[config.mk]
export PLATFORM = sky130hd
export DESIGN_NAME = sevenseg_scan_ctrl
export DESIGN_NICKNAME = d
export VERILOG_FILES = /design/src/rtl/sevenseg_pkg.sv /design/src/rtl/sevenseg_slot_timer.sv /design/src/rtl/sevenseg_scan_ctrl.sv
export SDC_FILE = /design/constraint.sdc
export NUM_CORES = 1
export LEC_CHECK = 0
export CAP_MARGIN = 20
export CORE_MARGIN = 2
export CORE_UTILIZATION = 42
export CTS_CLUSTER_DIAMETER = 60
export DETAILED_ROUTE_END_ITERATION = 7
export GPL_ROUTABILITY_DRIVEN = 0
export PLACE_DENSITY = 0.72
export RECOVER_POWER = 25
export SLEW_MARGIN = 20
export SYNTH_ARGS = -nofsm -noshare
export SYNTH_HDL_FRONTEND = slang
export SYNTH_SLANG_ARGS = --single-unit
[constraint.sdc]
create_clock -name clk -period 3.5 [get_ports clk]
set_clock_uncertainty 0.2 [all_clocks]
set_input_delay 0.7 -clock clk [delete_from_list [all_inputs] [get_ports clk]]
set_output_delay 0.7 -clock clk [all_outputs]
set_load 0.02 [all_outputs]
[src/rtl/sevenseg_pkg.sv]
// Shared types and defaults for the seven-segment scan controller.
package sevenseg_pkg;

  localparam int DIGIT_W               = 4;
  localparam int DEFAULT_PERIOD_CYCLES = 24000;
  localparam int DEFAULT_BLANK_CYCLES  = 240;

  typedef enum logic {
    BLANK = 1'b0,
    SHOW  = 1'b1
  } scan_state_t;

endpackage

[src/rtl/sevenseg_slot_timer.sv]
// Slot prescaler: counts clk cycles within one digit slot and flags the last blank
// cycle, the cycle before the last one, and the last cycle of the slot.
module sevenseg_slot_timer
  import sevenseg_pkg::*;
#(
  parameter int PERIOD_CYCLES = DEFAULT_PERIOD_CYCLES,
  parameter int BLANK_CYCLES  = DEFAULT_BLANK_CYCLES
) (
  input  logic clk,
  input  logic reset,
  output logic blank_end_o,
  output logic slot_end_o,
  output logic slot_last_next_o
);

  localparam int CNT_W = (PERIOD_CYCLES > 2) ? $clog2(PERIOD_CYCLES) : 1;
  localparam logic [CNT_W-1:0] BLANK_LAST = CNT_W'(BLANK_CYCLES - 1);
  localparam logic [CNT_W-1:0] SLOT_LAST  = CNT_W'(PERIOD_CYCLES - 1);
  localparam logic [CNT_W-1:0] SLOT_PREV  = CNT_W'(PERIOD_CYCLES - 2);

  logic [CNT_W-1:0] cnt_q, cnt_d;

  assign blank_end_o      = (cnt_q == BLANK_LAST);
  assign slot_end_o       = (cnt_q == SLOT_LAST);
  assign slot_last_next_o = (cnt_q == SLOT_PREV);
  assign cnt_d            = slot_end_o ? '0 : cnt_q + 1'b1;

  always_ff @(posedge clk) begin
    // NOTE: state registers use <= so every flop samples pre-edge values, independent of block order.
    if (reset) begin
      cnt_q <= '0;
    end else begin
      cnt_q <= cnt_d;
    end
  end

endmodule

[src/rtl/sevenseg_scan_ctrl.sv]
// Round-robin seven-segment digit scanner with blanking gaps and a frame-aligned
// double-buffered display value. Define SEVSEG_LZB_EN for leading-zero blanking.
module sevenseg_scan_ctrl
  import sevenseg_pkg::*;
#(
  parameter int NUM_DIGITS    = 2,
  parameter int PERIOD_CYCLES = DEFAULT_PERIOD_CYCLES,
  parameter int BLANK_CYCLES  = DEFAULT_BLANK_CYCLES
) (
  input  logic                          clk,
  input  logic                          reset,
  input  logic [DIGIT_W*NUM_DIGITS-1:0] digits_in,
  input  logic                          load_valid,
  output logic                          load_ready,
  output logic [NUM_DIGITS-1:0]         en_n,
  output logic [DIGIT_W-1:0]            nibble,
  output logic                          frame_done
);

  localparam int IDX_W = $clog2(NUM_DIGITS);
  localparam logic [IDX_W-1:0] LAST_IDX = IDX_W'(NUM_DIGITS - 1);

  typedef logic [NUM_DIGITS-1:0][DIGIT_W-1:0] digit_vec_t;

  if (NUM_DIGITS < 2 || NUM_DIGITS > 8) begin : g_bad_num_digits
    $error("sevenseg_scan_ctrl: NUM_DIGITS must be in 2..8");
  end
  if (BLANK_CYCLES < 1 || BLANK_CYCLES >= PERIOD_CYCLES) begin : g_bad_blank
    $error("sevenseg_scan_ctrl: need 1 <= BLANK_CYCLES < PERIOD_CYCLES");
  end

  scan_state_t           state_q, state_d;
  logic [IDX_W-1:0]      idx_q, idx_d;
  digit_vec_t            shadow_q, shadow_d, staged_q;
  logic                  pending_q, pending_d;
  logic [NUM_DIGITS-1:0] en_n_q, en_n_d;
  logic [DIGIT_W-1:0]    nibble_q, nibble_d;
  logic                  frame_done_q, frame_done_d;
  logic                  blank_end, slot_end, slot_last_next;
  logic                  transfer, frame_end, digit_lit;

  sevenseg_slot_timer #(
    .PERIOD_CYCLES(PERIOD_CYCLES),
    .BLANK_CYCLES (BLANK_CYCLES)
  ) u_slot_timer (
    .clk             (clk),
    .reset           (reset),
    .blank_end_o     (blank_end),
    .slot_end_o      (slot_end),
    .slot_last_next_o(slot_last_next)
  );

  assign load_ready = ~pending_q;
  assign transfer   = load_valid & load_ready;
  assign frame_end  = slot_end & (idx_q == LAST_IDX);

  always_comb begin
    // NOTE: every always_comb output gets a default first, so no path can infer a latch.
    state_d = state_q;
    idx_d   = idx_q;
    unique case (state_q)
      BLANK: if (blank_end) state_d = SHOW;
      SHOW: begin
        if (slot_end) begin
          state_d = BLANK;
          idx_d   = (idx_q == LAST_IDX) ? '0 : idx_q + 1'b1;
        end
      end
    endcase
  end

  // A load accepted on the frame_done cycle only sets pending; it commits a frame later.
  always_comb begin
    shadow_d  = shadow_q;
    pending_d = pending_q;
    if (frame_end && pending_q) begin
      shadow_d  = staged_q;
      pending_d = 1'b0;
    end
    if (transfer) pending_d = 1'b1;
  end

  // Outputs are registered from next-state so they line up with the slot phase.
  always_comb begin
`ifdef SEVSEG_LZB_EN
    digit_lit = (idx_d == '0) || ((shadow_q >> (DIGIT_W * int'(idx_d))) != '0);
`else
    digit_lit = 1'b1;
`endif
    en_n_d   = '1;
    nibble_d = nibble_q;
    if (state_d == SHOW) begin
      nibble_d = shadow_q[idx_d];
      if (digit_lit) en_n_d[idx_d] = 1'b0;
    end
    frame_done_d = (state_d == SHOW) && (idx_d == LAST_IDX) && slot_last_next;
  end

  always_ff @(posedge clk) begin
    if (reset) begin
      state_q      <= BLANK;
      idx_q        <= '0;
      shadow_q     <= '0;
      pending_q    <= 1'b0;
      en_n_q       <= '1;
      nibble_q     <= '0;
      frame_done_q <= 1'b0;
    end else begin
      state_q      <= state_d;
      idx_q        <= idx_d;
      shadow_q     <= shadow_d;
      pending_q    <= pending_d;
      en_n_q       <= en_n_d;
      nibble_q     <= nibble_d;
      frame_done_q <= frame_done_d;
    end
  end

  // NOTE: staged is read only while pending is set and reset clears pending, so it carries no reset.
  always_ff @(posedge clk) begin
    if (transfer) staged_q <= digits_in;
  end

  assign en_n       = en_n_q;
  assign nibble     = nibble_q;
  assign frame_done = frame_done_q;

endmodule

==> impl_results.html, run 1 <==
<table>
<tr><th>Metric</th><th>Value</th></tr>
<tr><th colspan="2">Status</th></tr>
<tr><td>Status</td><td>finished clean</td></tr>
<tr><th colspan="2">Route</th></tr>
<tr><td>Detailed Route Iter0 Violations</td><td>51</td></tr>
<tr><td>Drt total wl</td><td>2930 um</td></tr>
<tr><td>Routed length per placed instance</td><td>approximately 12 um</td></tr>
<tr><td>DRT antenna net count</td><td>0</td></tr>
<tr><td>DRC</td><td>0</td></tr>
<tr><td>Detailed Routing Iterations Pass 1</td><td>4</td></tr>
<tr><td>Via density per instance</td><td>5.14</td></tr>
<tr><td>Vias after detailed routing</td><td>1219</td></tr>
<tr><th colspan="2">Final layout</th></tr>
<tr><td>Share of post-route cells with drive strength above 1</td><td>9.52%</td></tr>
<tr><td>Number of diodes</td><td>0</td></tr>
<tr><td>Number of nets at the end of the flow</td><td>between 200 and 250</td></tr>
<tr><td>Layout area overhead</td><td>18.5%</td></tr>
<tr><td>Post-Layout Cell Count</td><td>between 200 and 250</td></tr>
<tr><td>Final core occ</td><td>52.8%</td></tr>
<tr><th colspan="2">GRT</th></tr>
<tr><td>Total global routing track utilization</td><td>15.8%</td></tr>
<tr><td>Overflow after GRT</td><td>0</td></tr>
<tr><td>Largest net degree at the start of global routing</td><td>25</td></tr>
<tr><td>First-pass GRT wire length</td><td>5150 um</td></tr>
<tr><td>Number of global-route vias before repair</td><td>1226</td></tr>
<tr><td>Number of antenna violations at the first check in global routing</td><td>0</td></tr>
<tr><th colspan="2">Timing</th></tr>
<tr><td>Final-layout setup total negative slack</td><td>0 ps</td></tr>
<tr><td>Worst setup margin</td><td>roughly 390 ps</td></tr>
<tr><td>Final setup violation count</td><td>0</td></tr>
<tr><td>Min Clock Period, post-route</td><td>3110 ps</td></tr>
<tr><td>Final Hold Vio Count</td><td>0</td></tr>
<tr><td>Worst slew slack as a fraction of its limit</td><td>39.5%</td></tr>
<tr><td>Fmax</td><td>322 MHz</td></tr>
<tr><td>Slew @ Worst Pin</td><td>908 ps</td></tr>
<tr><td>Final clock period utilization by the worst path</td><td>between 80% and 90%</td></tr>
<tr><td>RSZ-0062 raised after global routing</td><td>false</td></tr>
<tr><td>Slew Limit Fails</td><td>0</td></tr>
<tr><th colspan="2">Worst setup path</th></tr>
<tr><td>Worst reg2reg endpoint</td><td>nibble[0]</td></tr>
<tr><td>Type of destination of the critical path</td><td>flip-flop</td></tr>
<tr><td>Critical Setup Path Class</td><td>flip-flop to flip-flop</td></tr>
<tr><td>Maximum fanout along the worst path</td><td>8</td></tr>
<tr><td>Critical Path RT</td><td>3490 ps</td></tr>
<tr><td>Launching element type of the critical path</td><td>flip-flop</td></tr>
<tr><td>FF-to-FF setup slack</td><td>390 ps</td></tr>
<tr><td>Source of the worst register-to-register timing path</td><td>u_slot_timer.cnt_q[9]</td></tr>
<tr><td>Worst-case reg-to-reg path depth</td><td>8</td></tr>
<tr><td>Worst endpoint data arrival time</td><td>3100 ps</td></tr>
<tr><th colspan="2">Clock tree</th></tr>
<tr><td>TritonCTS Buffers</td><td>5</td></tr>
<tr><td>Clock tree from TritonCTS</td><td>yes</td></tr>
<tr><td>Maximum number of buffers from clock root to sink</td><td>2</td></tr>
<tr><td>Number of levels the H-tree was split into</td><td>2</td></tr>
<tr><td>Post-CTS clock slew at the launch and capture registers of the worst setup and hold paths</td><td>80 ps</td></tr>
<tr><td>Post-CTS repair timing setup buffer count</td><td>0</td></tr>
<tr><td>CTS Hold Buffers Added</td><td>0</td></tr>
<tr><td>Total of cells resized after clock tree synthesis</td><td>0</td></tr>
<tr><td>Root buffer cell</td><td>sky130_fd_sc_hd__clkbuf_8</td></tr>
<tr><td>Clock network latency to the later pin of the worst-skew pair</td><td>300 ps</td></tr>
<tr><td>TritonCTS Sinks</td><td>41</td></tr>
<tr><th colspan="2">Logic synthesis</th></tr>
<tr><td>Post-Syn Nets</td><td>181</td></tr>
<tr><td>Synthesis warning total</td><td>0</td></tr>
<tr><td>Number of enable flip-flop cells after synthesis</td><td>8</td></tr>
<tr><td>Mapped Avg Cell Area</td><td>between 9 and 10 um2</td></tr>
<tr><td>Fraction of the yosys area taken by sequential cells</td><td>between 50 and 60%</td></tr>
<tr><td>Cell types with the largest area share after synthesis</td><td>sky130_fd_sc_hd__dfxtp_1 40%, sky130_fd_sc_hd__edfxtp_1 14%, sky130_fd_sc_hd__xnor2_1 6.3%, sky130_fd_sc_hd__nor2_1 5.6%, sky130_fd_sc_hd__nand2_1 4.7%</td></tr>
<tr><td>Ys flop type</td><td>sky130_fd_sc_hd__dfxtp_1</td></tr>
<tr><td>Post-synthesis cell type with the largest combined area</td><td>sky130_fd_sc_hd__dfxtp_1</td></tr>
<tr><td>Number of cells produced by synthesis</td><td>between 150 and 200</td></tr>
<tr><td>Post-Synthesis Cell Area</td><td>1670 um2</td></tr>
<tr><td>Number of different library cells in the post-synthesis netlist</td><td>31</td></tr>
<tr><td>Flip-flop and latch count after synthesis</td><td>41</td></tr>
<tr><td>Share of flip-flops with an asynchronous set or reset after synthesis</td><td>0%</td></tr>
<tr><td>Fraction of synthesized cell area taken by the top area cell type</td><td>39.6%</td></tr>
<tr><th colspan="2">Power and ir drop</th></tr>
<tr><td>Static Leakage</td><td>0.691 nW</td></tr>
<tr><td>Overall power after layout</td><td>0.000842 W</td></tr>
<tr><td>Peak supply drop</td><td>0.000238 V</td></tr>
<tr><td>Power per cell area</td><td>426 nW/um2</td></tr>
<tr><th colspan="2">Floorplan</th></tr>
<tr><td>DIE WIDTH</td><td>67.0 um</td></tr>
<tr><td>Top Ports</td><td>19</td></tr>
<tr><td>Floorplan die area</td><td>4490 um2</td></tr>
<tr><td>Die Ht</td><td>67.0 um</td></tr>
<tr><td>Core region area</td><td>3740 um2</td></tr>
<tr><td>Initial Util</td><td>44.5%</td></tr>
<tr><td>Standard-cell row count</td><td>22</td></tr>
<tr><th colspan="2">Run</th></tr>
<tr><td>Number of max-cap violations</td><td>0</td></tr>
<tr><th colspan="2">Worst hold path</th></tr>
<tr><td>Hold Path Origin</td><td>shadow_q[0]</td></tr>
<tr><td>Type of the most critical hold path</td><td>flip-flop to flip-flop</td></tr>
<tr><td>Worst hold endpoint</td><td>shadow_q[0]</td></tr>
<tr><td>Number of cells on the worst hold path</td><td>2</td></tr>
<tr><th colspan="2">Placed design</th></tr>
<tr><td>Worst slack, placed</td><td>377 ps</td></tr>
<tr><td>Dpl cells</td><td>229</td></tr>
<tr><td>Detailed placement HPWL</td><td>2180 um</td></tr>
<tr><td>Number of port buffers</td><td>18</td></tr>
</table>
cells by family after synthesis:
logic type / share of synthesized area [%]
adders and majority gates: 2.25
and+or+nand+nor: 25.5
xor gates and xnor gates: 6.83
buffers and inverters: 2.33
muxes: 5.71
DFF: 54.1
AOI/OAI and AO/OA: 3.38
where the power goes:
group          switching, W  internal [W]  total (W)
sequential       0.00000556      0.000491   0.000496
clock              0.000159      0.000160   0.000318
combinational     0.0000138     0.0000133  0.0000271
area by class of cell:
type | instances | area (um2)
Fill cell | 358 | 1770
Sequential cell | 41 | 901
Multi-Input combinational cell | 116 | 716
Timing Repair Buffer | 19 | 184
Clock buffer | 6 | 82.6
Tap cell | 48 | 60.1
Inverter | 5 | 18.8
Clock inverter | 2 | 13.8
critical path, stage by stage, from the launching register on:
cell	delay (ps)
sky130_fd_sc_hd__dfxtp_1	350
sky130_fd_sc_hd__or3b_1	400
sky130_fd_sc_hd__or4_4	530
sky130_fd_sc_hd__inv_1	70
sky130_fd_sc_hd__ha_1	210
sky130_fd_sc_hd__mux2i_1	610
sky130_fd_sc_hd__mux2i_1	260
sky130_fd_sc_hd__nor2_1	60
sky130_fd_sc_hd__mux2_2	300
how the worst max path moves through the flow:
stage | end | from | cells after the start
after floorplan | nibble[0] | u_slot_timer.cnt_q[9] | 8
after global placement | nibble[3] | u_slot_timer.cnt_q[9] | 8
after detailed placement | nibble[2] | u_slot_timer.cnt_q[9] | 8
after CTS | nibble[2] | u_slot_timer.cnt_q[9] | 8
after global routing | nibble[0] | u_slot_timer.cnt_q[9] | 8
final | nibble[0] | u_slot_timer.cnt_q[9] | 8
layer usage:
layer / global-route usage [%] / vias to the layer above / part of all wire, %
met5: 0 / - / 0
met4: 12.0 / 0 / 3.2
met3: 4.05 / 9 / 5.8
met2: 25.1 / 39 / 46
met1: 18.0 / 561 / 45
li1: - / 610 / -
metrics by stage:
stage          hold slack (ps)  area (um2)
2_1_floorplan              236        1670
3_3_place_gp               251        1890
3_5_place_dp               259        1890
4_1_cts                    271        1990
5_1_grt                    287        1980
6_report                   267        1980
cell usage after synthesis (4+ instances only):
master                     count
sky130_fd_sc_hd__clkbuf_1      4
sky130_fd_sc_hd__xnor2_1      12
sky130_fd_sc_hd__a21oi_1       8
sky130_fd_sc_hd__mux2i_1       5
sky130_fd_sc_hd__edfxtp_1      8
sky130_fd_sc_hd__inv_1         5
sky130_fd_sc_hd__nor4_1        5
sky130_fd_sc_hd__nand2_1      21
sky130_fd_sc_hd__dfxtp_1      33
sky130_fd_sc_hd__nor2b_1       5
sky130_fd_sc_hd__nor3_1        4
sky130_fd_sc_hd__nor2_1       25
sky130_fd_sc_hd__mux2_2        4
sky130_fd_sc_hd__nand3_1       5
sky130_fd_sc_hd__nand4_1       5
layout by cell type (no fill, tap or decap):
cell type / n
sky130_fd_sc_hd__dfxtp_1: 33
sky130_fd_sc_hd__nor2_1: 25
sky130_fd_sc_hd__nand2_1: 21
sky130_fd_sc_hd__xnor2_1: 12
sky130_fd_sc_hd__a21oi_1: 9
sky130_fd_sc_hd__dlygate4sd3_1: 9
sky130_fd_sc_hd__clkdlybuf4s50_1: 9
sky130_fd_sc_hd__edfxtp_1: 8
sky130_fd_sc_hd__clkbuf_8: 6
sky130_fd_sc_hd__nor2b_1: 5
sky130_fd_sc_hd__inv_1: 5
sky130_fd_sc_hd__nand3_1: 5
sky130_fd_sc_hd__nand4_1: 5
sky130_fd_sc_hd__nor4_1: 5
sky130_fd_sc_hd__mux2i_1: 5
sky130_fd_sc_hd__nor3_1: 4
sky130_fd_sc_hd__mux2_2: 4
sky130_fd_sc_hd__ha_1: 3
sky130_fd_sc_hd__nand4b_1: 1
sky130_fd_sc_hd__or3b_1: 1
sky130_fd_sc_hd__or4_4: 1
sky130_fd_sc_hd__nand2b_1: 1
sky130_fd_sc_hd__xor2_1: 1
sky130_fd_sc_hd__nand4bb_2: 1
sky130_fd_sc_hd__or4b_1: 1
sky130_fd_sc_hd__or4_1: 1
sky130_fd_sc_hd__nor4_2: 1
sky130_fd_sc_hd__and2_1: 1
sky130_fd_sc_hd__or3_2: 1
sky130_fd_sc_hd__or4_2: 1
sky130_fd_sc_hd__or3b_2: 1
sky130_fd_sc_hd__clkinv_2: 1
sky130_fd_sc_hd__clkinv_4: 1
sky130_fd_sc_hd__clkbuf_1: 1
registers in the layout, summed over array words and instances, names as in the netlist:
name and count:
en_n 2, frame_done 1, idx_q 1, nibble 4, pending_q 1, shadow_q 8, staged_q 8, state_q 1
u_slot_timer.cnt_q 15
Power figures use the tool's default switching activity.
==> inputs of run 2 (changes only) <==
--- a/config.mk
+++ b/config.mk
@@ -9,9 +9,9 @@
 export CORE_MARGIN = 2
 export CORE_UTILIZATION = 42
 export CTS_CLUSTER_DIAMETER = 60
+export CTS_CLUSTER_SIZE = 24
 export DETAILED_ROUTE_END_ITERATION = 7
 export GPL_ROUTABILITY_DRIVEN = 0
-export PLACE_DENSITY = 0.72
 export RECOVER_POWER = 25
 export SLEW_MARGIN = 20
 export SYNTH_ARGS = -nofsm -noshare
==> impl_results.html, run 2 (same netlist as run 1, synthesis figures left out) <==
<table>
<tr><th>Metric</th><th>Value</th></tr>
<tr><th colspan="2">Status</th></tr>
<tr><td>Status</td><td>finished clean</td></tr>
<tr><th colspan="2">Timing</th></tr>
<tr><td>Final Hold Vio Count</td><td>0 (unchanged)</td></tr>
<tr><td>Slew Limit Fails</td><td>0 (unchanged)</td></tr>
<tr><td>Final-layout setup total negative slack</td><td>0 ps (unchanged)</td></tr>
<tr><td>Min Clock Period, post-route</td><td>2780 ps (-329 ps)</td></tr>
<tr><td>RSZ-0062 raised after global routing</td><td>false</td></tr>
<tr><td>Final clock period utilization by the worst path</td><td>79.5% (-9.4 points)</td></tr>
<tr><td>Fmax</td><td>360 MHz (+12%)</td></tr>
<tr><td>Final setup violation count</td><td>0 (unchanged)</td></tr>
<tr><td>Worst slew slack as a fraction of its limit</td><td>56.1% (+17 points)</td></tr>
<tr><td>Slew @ Worst Pin</td><td>658 ps (-250 ps)</td></tr>
<tr><th colspan="2">GRT</th></tr>
<tr><td>Largest net degree at the start of global routing</td><td>15 (-40%)</td></tr>
<tr><td>Number of global-route vias before repair</td><td>1127 (-8.1%)</td></tr>
<tr><td>Number of antenna violations at the first check in global routing</td><td>0 (unchanged)</td></tr>
<tr><td>Overflow after GRT</td><td>0 (unchanged)</td></tr>
<tr><td>Total global routing track utilization</td><td>15.2% (-0.52 points)</td></tr>
<tr><td>First-pass GRT wire length</td><td>5000 um (-2.9%)</td></tr>
<tr><th colspan="2">Worst setup path</th></tr>
<tr><td>FF-to-FF setup slack</td><td>720 ps (+330 ps)</td></tr>
<tr><td>Worst endpoint data arrival time</td><td>2760 ps (-340 ps)</td></tr>
<tr><td>Worst-case reg-to-reg path depth</td><td>9 (+1)</td></tr>
<tr><td>Source of the critical timing path</td><td>u_slot_timer.cnt_q[9]</td></tr>
<tr><td>Critical Setup Path Class</td><td>flip-flop to flip-flop</td></tr>
<tr><td>Type of destination of the critical path</td><td>flip-flop</td></tr>
<tr><td>Worst reg2reg endpoint</td><td>nibble[1]</td></tr>
<tr><td>Launching element type of the critical path</td><td>flip-flop</td></tr>
<tr><td>Maximum fanout along the worst path</td><td>8 (unchanged)</td></tr>
<tr><td>Critical Path RT</td><td>3480 ps (about the same)</td></tr>
<tr><td>Source of the worst register-to-register timing path</td><td>u_slot_timer.cnt_q[9]</td></tr>
<tr><th colspan="2">Power and ir drop</th></tr>
<tr><td>Power per cell area</td><td>420 nW/um2 (-1.5%)</td></tr>
<tr><td>Static Leakage</td><td>0.696 nW (+0.72%)</td></tr>
<tr><td>Overall power after layout</td><td>0.000837 W (-0.50%)</td></tr>
<tr><td>Peak supply drop</td><td>0.000241 V (+1.4%)</td></tr>
<tr><td>Switch Pwr</td><td>0.000173 W (-2.8%)</td></tr>
<tr><td>Gate power share</td><td>3.3% (about the same)</td></tr>
<tr><td>Proportion of power drawn by the clock network</td><td>37.4% (-0.4 points)</td></tr>
<tr><td>Cell internal pwr</td><td>0.000664 W (+0.11%)</td></tr>
<tr><td>Sequential fraction of design power</td><td>59.3% (+0.3 points)</td></tr>
<tr><td>Share of total power consumed by net switching</td><td>20.7% (-0.49 points)</td></tr>
<tr><th colspan="2">Clock tree</th></tr>
<tr><td>Number of levels the H-tree was split into</td><td>2 (unchanged)</td></tr>
<tr><td>TritonCTS Sinks</td><td>41 (unchanged)</td></tr>
<tr><td>Clock network latency to the later pin of the worst-skew pair</td><td>290 ps (about the same)</td></tr>
<tr><td>Post-CTS repair timing setup buffer count</td><td>0 (unchanged)</td></tr>
<tr><td>Root buffer cell</td><td>sky130_fd_sc_hd__clkbuf_8</td></tr>
<tr><td>TritonCTS Buffers</td><td>5 (unchanged)</td></tr>
<tr><td>CTS Hold Buffers Added</td><td>0 (unchanged)</td></tr>
<tr><td>Post-CTS clock slew at the launch and capture registers of the worst setup and hold paths</td><td>70 ps (about the same)</td></tr>
<tr><td>Clock tree from TritonCTS</td><td>yes</td></tr>
<tr><td>Total of cells resized after clock tree synthesis</td><td>0 (unchanged)</td></tr>
<tr><td>Maximum number of buffers from clock root to sink</td><td>2 (unchanged)</td></tr>
<tr><th colspan="2">Final layout</th></tr>
<tr><td>Fill cell count</td><td>359 (+0.28%)</td></tr>
<tr><td>Highest-count cells in the layout ignoring fill and taps</td><td>33 x sky130_fd_sc_hd__dfxtp_1, 25 x sky130_fd_sc_hd__nor2_1, 21 x sky130_fd_sc_hd__nand2_1</td></tr>
<tr><td>Number of flip-flops under the largest register name</td><td>15 (unchanged)</td></tr>
<tr><td>Number of diodes</td><td>0 (unchanged)</td></tr>
<tr><td>Register name with the most flops</td><td>u_slot_timer.cnt_q</td></tr>
<tr><td>Layout area overhead</td><td>19.7%</td></tr>
<tr><td>Share of post-route cells with drive strength above 1</td><td>10.5% (+1.0 points)</td></tr>
<tr><td>Number of nets at the end of the flow</td><td>203 (+0.50%)</td></tr>
<tr><td>Most common cell after layout, fill and taps aside</td><td>sky130_fd_sc_hd__dfxtp_1</td></tr>
<tr><td>Registers with the highest flip-flop counts</td><td>u_slot_timer.cnt_q x15, shadow_q x8, staged_q x8</td></tr>
<tr><th colspan="2">Worst hold path</th></tr>
<tr><td>Worst hold endpoint</td><td>shadow_q[5]</td></tr>
<tr><td>Type of the most critical hold path</td><td>flip-flop to flip-flop</td></tr>
<tr><td>Hold Path Origin</td><td>shadow_q[5]</td></tr>
<tr><td>Number of cells on the worst hold path</td><td>2 (unchanged)</td></tr>
<tr><th colspan="2">Route</th></tr>
<tr><td>Routed length per placed instance</td><td>11.8 um (-4.5%)</td></tr>
<tr><td>DRC</td><td>0 (unchanged)</td></tr>
<tr><td>Detailed Route Iter0 Violations</td><td>78 (+53%)</td></tr>
<tr><td>Detailed Routing Iterations Pass 1</td><td>4 (unchanged)</td></tr>
<tr><td>DRT antenna net count</td><td>0 (unchanged)</td></tr>
<tr><td>Vias after detailed routing</td><td>1199 (-1.6%)</td></tr>
<tr><td>Via density per instance</td><td>5.04 (-2.1%)</td></tr>
<tr><td>Drt total wl</td><td>2810 um (-4.1%)</td></tr>
<tr><th colspan="2">Floorplan</th></tr>
<tr><td>Core region area</td><td>3740 um2 (unchanged)</td></tr>
<tr><td>Initial Util</td><td>44.5% (unchanged)</td></tr>
<tr><td>Standard-cell row count</td><td>22 (unchanged)</td></tr>
<tr><td>Die Ht</td><td>67.0 um (unchanged)</td></tr>
<tr><td>Floorplan die area</td><td>4490 um2 (unchanged)</td></tr>
<tr><td>DIE WIDTH</td><td>67.0 um (unchanged)</td></tr>
<tr><td>Top Ports</td><td>19 (unchanged)</td></tr>
<tr><th colspan="2">Run</th></tr>
<tr><td>Number of max-cap violations</td><td>0 (unchanged)</td></tr>
<tr><th colspan="2">Placed design</th></tr>
<tr><td>Detailed placement HPWL</td><td>2020 um (-7.3%)</td></tr>
<tr><td>Number of port buffers</td><td>18 (unchanged)</td></tr>
</table>
## run 2: changes by cell type in the layout (fill, tap and decap cells not counted)
cell                              before  now
sky130_fd_sc_hd__buf_4                 0    2
sky130_fd_sc_hd__a21oi_1               9    8
sky130_fd_sc_hd__a21oi_4               0    1
sky130_fd_sc_hd__clkdlybuf4s50_1       9    8
sky130_fd_sc_hd__clkinv_2              1    0
sky130_fd_sc_hd__clkinv_4              1    0
sky130_fd_sc_hd__clkinvlp_4            0    1
sky130_fd_sc_hd__dlygate4sd3_1         9   10
## run 2: layout make-up
class	instances	area [um2]	area share [%]
multi-input combinational	116	727	36.4
timing repair buffer	20	195	9.78
sequential	41	901	45.1
inverter	5	18.8	0.940
clock inverter	1	7.51	0.376
tap	48	60.1	3.01
clock buffer	7	86.3	4.33
## run 2: how the worst max path moves through the flow
stage	cells after the start	slack [ps]	to
4_1_cts	9	710	nibble[1]
6_report	9	720	nibble[1]
2_1_floorplan	8	620	nibble[0]
3_3_place_gp	9	780	nibble[0]
3_5_place_dp	9	730	nibble[1]
5_1_grt	9	600	nibble[3]
## run 2: metal layers
metal	vias to the layer above	share of wire (%)	global-route usage, %
li1	614	-	-
met1	549	51	20.3
met2	31	42	21.5
met3	5	5.2	5.57
met4	0	2.2	7.65
met5	-	0	0
## run 2: power by group through the flow
stage | clock [W] | combinational, W | sequential, W
final | 0.000313 | 0.0000276 | 0.000496
after global routing | 0.000349 | 0.0000311 | 0.000498
after CTS | 0.000329 | 0.0000304 | 0.000496
after detailed placement | 0 | 0.0000302 | 0.000507
after global placement | 0 | 0.0000293 | 0.000507
after floorplan | 0 | 0.0000137 | 0.000506
## run 2: critical path, cell delays in order (launching register included)
cell	delay, ps
sky130_fd_sc_hd__dfxtp_1	360
sky130_fd_sc_hd__or3b_1	400
sky130_fd_sc_hd__or4_4	560
sky130_fd_sc_hd__inv_1	80
sky130_fd_sc_hd__ha_1	220
sky130_fd_sc_hd__mux2i_1	140
sky130_fd_sc_hd__buf_4	190
sky130_fd_sc_hd__mux2i_1	210
sky130_fd_sc_hd__nor2_1	60
sky130_fd_sc_hd__mux2_2	260
## run 2: stage by stage
step	instance area (um2)	utilization, %	worst slack (ps)	cells	hold WS, ps
after global routing	2000	53.3	596	238	284
after CTS	2000	53.3	714	238	261
final	2000	53.3	719	238	256
after global placement	1900	50.8	780	230	252
after detailed placement	1900	50.8	732	230	250
after floorplan	1670	-	624	167	236
==> inputs of run 3 (changes only) <==
==> constraint.sdc (replaced) <==
create_clock -name clk -period 2.45 [get_ports clk]
set_clock_uncertainty 0.2 [all_clocks]
set_input_delay 0.49 -clock clk [delete_from_list [all_inputs] [get_ports clk]]
set_output_delay 0.49 -clock clk [all_outputs]
set_load 0.02 [all_outputs]
==> impl_results.html, run 3 (same netlist as run 1, synthesis figures left out) <==
<table>
<tr><th>Metric</th><th>Value</th></tr>
<tr><th colspan="2">Final layout</th></tr>
<tr><td>Number of flip-flops under the largest register name</td><td>15 (unchanged)</td></tr>
<tr><td>Multi-input gate area in the final layout</td><td>777 um2 (+6.9%)</td></tr>
<tr><td>Share of post-route cells with drive strength above 1</td><td>24.4% (+14 points)</td></tr>
<tr><td>Layout area overhead</td><td>33.0%</td></tr>
<tr><td>Number of diodes</td><td>0 (unchanged)</td></tr>
<tr><td>Number of nets at the end of the flow</td><td>226 (+11%)</td></tr>
<tr><td>Registers with the highest flip-flop counts</td><td>u_slot_timer.cnt_q x15, shadow_q x8, staged_q x8</td></tr>
<tr><td>Most common cell after layout, fill and taps aside</td><td>sky130_fd_sc_hd__dfxtp_1</td></tr>
<tr><td>Final core occ</td><td>59.2% (+5.9 points)</td></tr>
<tr><td>Register name with the most flops</td><td>u_slot_timer.cnt_q</td></tr>
<tr><td>Post-Layout Cell Count</td><td>261 (+9.7%)</td></tr>
<tr><td>Fill cell count</td><td>344 (-4.2%)</td></tr>
<tr><td>Register area</td><td>906 um2 (+0.56%)</td></tr>
<tr><td>Highest-count cells in the layout ignoring fill and taps</td><td>29 x sky130_fd_sc_hd__dfxtp_1, 25 x sky130_fd_sc_hd__nor2_1, 24 x sky130_fd_sc_hd__buf_4</td></tr>
<tr><th colspan="2">Power and ir drop</th></tr>
<tr><td>Static Leakage</td><td>0.818 nW (+18%)</td></tr>
<tr><td>Peak supply drop</td><td>0.000431 V (+78%)</td></tr>
<tr><td>Overall power after layout</td><td>0.00120 W (+43%)</td></tr>
<tr><td>Power per cell area</td><td>541 nW/um2 (+29%)</td></tr>
<tr><th colspan="2">Timing</th></tr>
<tr><td>Slew Limit Fails</td><td>0 (unchanged)</td></tr>
<tr><td>RSZ-0062 raised after global routing</td><td>true</td></tr>
<tr><td>Final clock period utilization by the worst path</td><td>104% (+25 points)</td></tr>
<tr><td>Final Hold Slack</td><td>262 ps (+5.66 ps)</td></tr>
<tr><td>Fmax</td><td>392 MHz (+9.1%)</td></tr>
<tr><td>Worst slew slack as a fraction of its limit</td><td>73.7% (+18 points)</td></tr>
<tr><td>Min Clock Period, post-route</td><td>2550 ps (-233 ps)</td></tr>
<tr><td>Final setup violation count</td><td>4 (+4)</td></tr>
<tr><td>Final Hold Vio Count</td><td>0 (unchanged)</td></tr>
<tr><td>Slew @ Worst Pin</td><td>394 ps (-264 ps)</td></tr>
<tr><td>Worst setup margin</td><td>-98.2 ps (-817 ps)</td></tr>
<tr><th colspan="2">Route</th></tr>
<tr><td>Drt total wl</td><td>3110 um (+11%)</td></tr>
<tr><td>DRT antenna net count</td><td>0 (unchanged)</td></tr>
<tr><td>DRC</td><td>0 (unchanged)</td></tr>
<tr><td>Via density per instance</td><td>4.84 (-3.9%)</td></tr>
<tr><td>Detailed Route Iter0 Violations</td><td>40 (-49%)</td></tr>
<tr><td>Detailed Routing Iterations Pass 1</td><td>4 (unchanged)</td></tr>
<tr><td>Vias after detailed routing</td><td>1263 (+5.3%)</td></tr>
<tr><td>Routed length per placed instance</td><td>11.9 um (+1.1%)</td></tr>
<tr><th colspan="2">GRT</th></tr>
<tr><td>Largest net degree at the start of global routing</td><td>15 (unchanged)</td></tr>
<tr><td>Number of global-route vias before repair</td><td>1287 (+14%)</td></tr>
<tr><td>Number of antenna violations at the first check in global routing</td><td>0 (unchanged)</td></tr>
<tr><td>Overflow after GRT</td><td>0 (unchanged)</td></tr>
<tr><td>First-pass GRT wire length</td><td>5600 um (+12%)</td></tr>
<tr><td>Total global routing track utilization</td><td>16.8% (+1.6 points)</td></tr>
<tr><th colspan="2">Run</th></tr>
<tr><td>Number of max-cap violations</td><td>0 (unchanged)</td></tr>
<tr><th colspan="2">Floorplan</th></tr>
<tr><td>Die Ht</td><td>67.0 um (unchanged)</td></tr>
<tr><td>Initial Util</td><td>44.5% (unchanged)</td></tr>
<tr><td>Core region area</td><td>3740 um2 (unchanged)</td></tr>
<tr><td>Floorplan die area</td><td>4490 um2 (unchanged)</td></tr>
<tr><td>DIE WIDTH</td><td>67.0 um (unchanged)</td></tr>
<tr><td>Top Ports</td><td>19 (unchanged)</td></tr>
<tr><td>Standard-cell row count</td><td>22 (unchanged)</td></tr>
<tr><th colspan="2">Worst setup path</th></tr>
<tr><td>Maximum fanout along the worst path</td><td>7 (-1)</td></tr>
<tr><td>Critical Setup Path Class</td><td>flip-flop to flip-flop</td></tr>
<tr><td>Type of destination of the critical path</td><td>flip-flop</td></tr>
<tr><td>Worst endpoint data arrival time</td><td>2530 ps (-230 ps)</td></tr>
<tr><td>Launching element type of the critical path</td><td>flip-flop</td></tr>
<tr><td>Worst-case reg-to-reg path depth</td><td>8 (-1)</td></tr>
<tr><td>Critical Path RT</td><td>2430 ps (-1050 ps)</td></tr>
<tr><th colspan="2">Placed design</th></tr>
<tr><td>Dpl cells</td><td>252 (+9.6%)</td></tr>
<tr><td>Number of port buffers</td><td>18 (unchanged)</td></tr>
<tr><td>Detailed placement HPWL</td><td>2370 um (+17%)</td></tr>
<tr><th colspan="2">Clock tree</th></tr>
<tr><td>CTS Hold Buffers Added</td><td>0 (unchanged)</td></tr>
<tr><td>TritonCTS Buffers</td><td>5 (unchanged)</td></tr>
<tr><td>Root buffer cell</td><td>sky130_fd_sc_hd__clkbuf_8</td></tr>
<tr><td>Clock network latency to the later pin of the worst-skew pair</td><td>290 ps (about the same)</td></tr>
<tr><td>Clock tree from TritonCTS</td><td>yes</td></tr>
<tr><td>Number of levels the H-tree was split into</td><td>2 (unchanged)</td></tr>
<tr><td>Post-CTS clock slew at the launch and capture registers of the worst setup and hold paths</td><td>80 ps (about the same)</td></tr>
<tr><td>Maximum number of buffers from clock root to sink</td><td>2 (unchanged)</td></tr>
<tr><td>TritonCTS Sinks</td><td>41 (unchanged)</td></tr>
<tr><th colspan="2">Worst hold path</th></tr>
<tr><td>Type of the most critical hold path</td><td>flip-flop to flip-flop</td></tr>
<tr><td>Number of cells on the worst hold path</td><td>2 (unchanged)</td></tr>
<tr><th colspan="2">Status</th></tr>
<tr><td>Failing checks</td><td>setup timing</td></tr>
<tr><td>Status</td><td>complete, but fails checks</td></tr>
</table>
run 3: cell count changes in the layout (fill, tap and decap cells not counted), sizes merged:
| cell | delta |
|---|---|
| inv | +1 |
| clkbuf | -1 |
| clkinv | +1 |
| buf | +22 |
run 3: final cells by class:
type,instances,share of cell area [%]
inverter,5,0.847
clock inverter,3,0.960
multi-input combinational,116,35.1
tap,48,2.71
timing repair buffer,43,16.4
clock buffer,5,3.11
sequential,41,40.9
run 3: report_power, final:
part / switching (W) / total [W] / internal [W]
Sequential: 0.00000690 / 0.000708 / 0.000701
Clock: 0.000235 / 0.000437 / 0.000202
Combinational: 0.0000247 / 0.0000528 / 0.0000281
run 3: worst paths after layout:
kind                            slack (ps)                  start           to
worst max-delay path                  -100  u_slot_timer.cnt_q[9]    nibble[3]
worst min-delay path                   260            shadow_q[7]  shadow_q[7]
worst max register to register        -100  u_slot_timer.cnt_q[9]    nibble[3]
worst min register to register         260            shadow_q[7]  shadow_q[7]
run 3: metrics by stage:
| stage | setup TNS (ps) | instance area, um2 | setup WS (ps) |
|---|---|---|---|
| floorplan | -136 | 1710 | -34.1 |
| global placement | -169 | 2110 | -58.3 |
| detailed placement | -390 | 2110 | -104 |
| CTS | -384 | 2220 | -102 |
| global route | -756 | 2220 | -195 |
| finish | -359 | 2220 | -98.2 |
run 3: worst max-delay path, cell delays in order (launching register included):
cell and delay, ps:
sky130_fd_sc_hd__dfxtp_1 310, sky130_fd_sc_hd__or3b_4 390, sky130_fd_sc_hd__or4_4 440, sky130_fd_sc_hd__inv_2 80, sky130_fd_sc_hd__ha_4 190, sky130_fd_sc_hd__mux2i_4 270, sky130_fd_sc_hd__mux2i_1 230, sky130_fd_sc_hd__nor2_1 60
sky130_fd_sc_hd__mux2_2 260
run 3: layer usage:
layer | track usage, % | wire length (um)
met1 | 22.4 | 1590
met2 | 26.0 | 1350
met3 | 4.56 | 127
met4 | 6.12 | 38
met5 | 0 | 0
run 3: repair_timing:
item,in CTS,in global routing
resized for setup,5,0
setup buffers,1,0
pin swaps,3,2
endpoints found under the setup margin,5,5
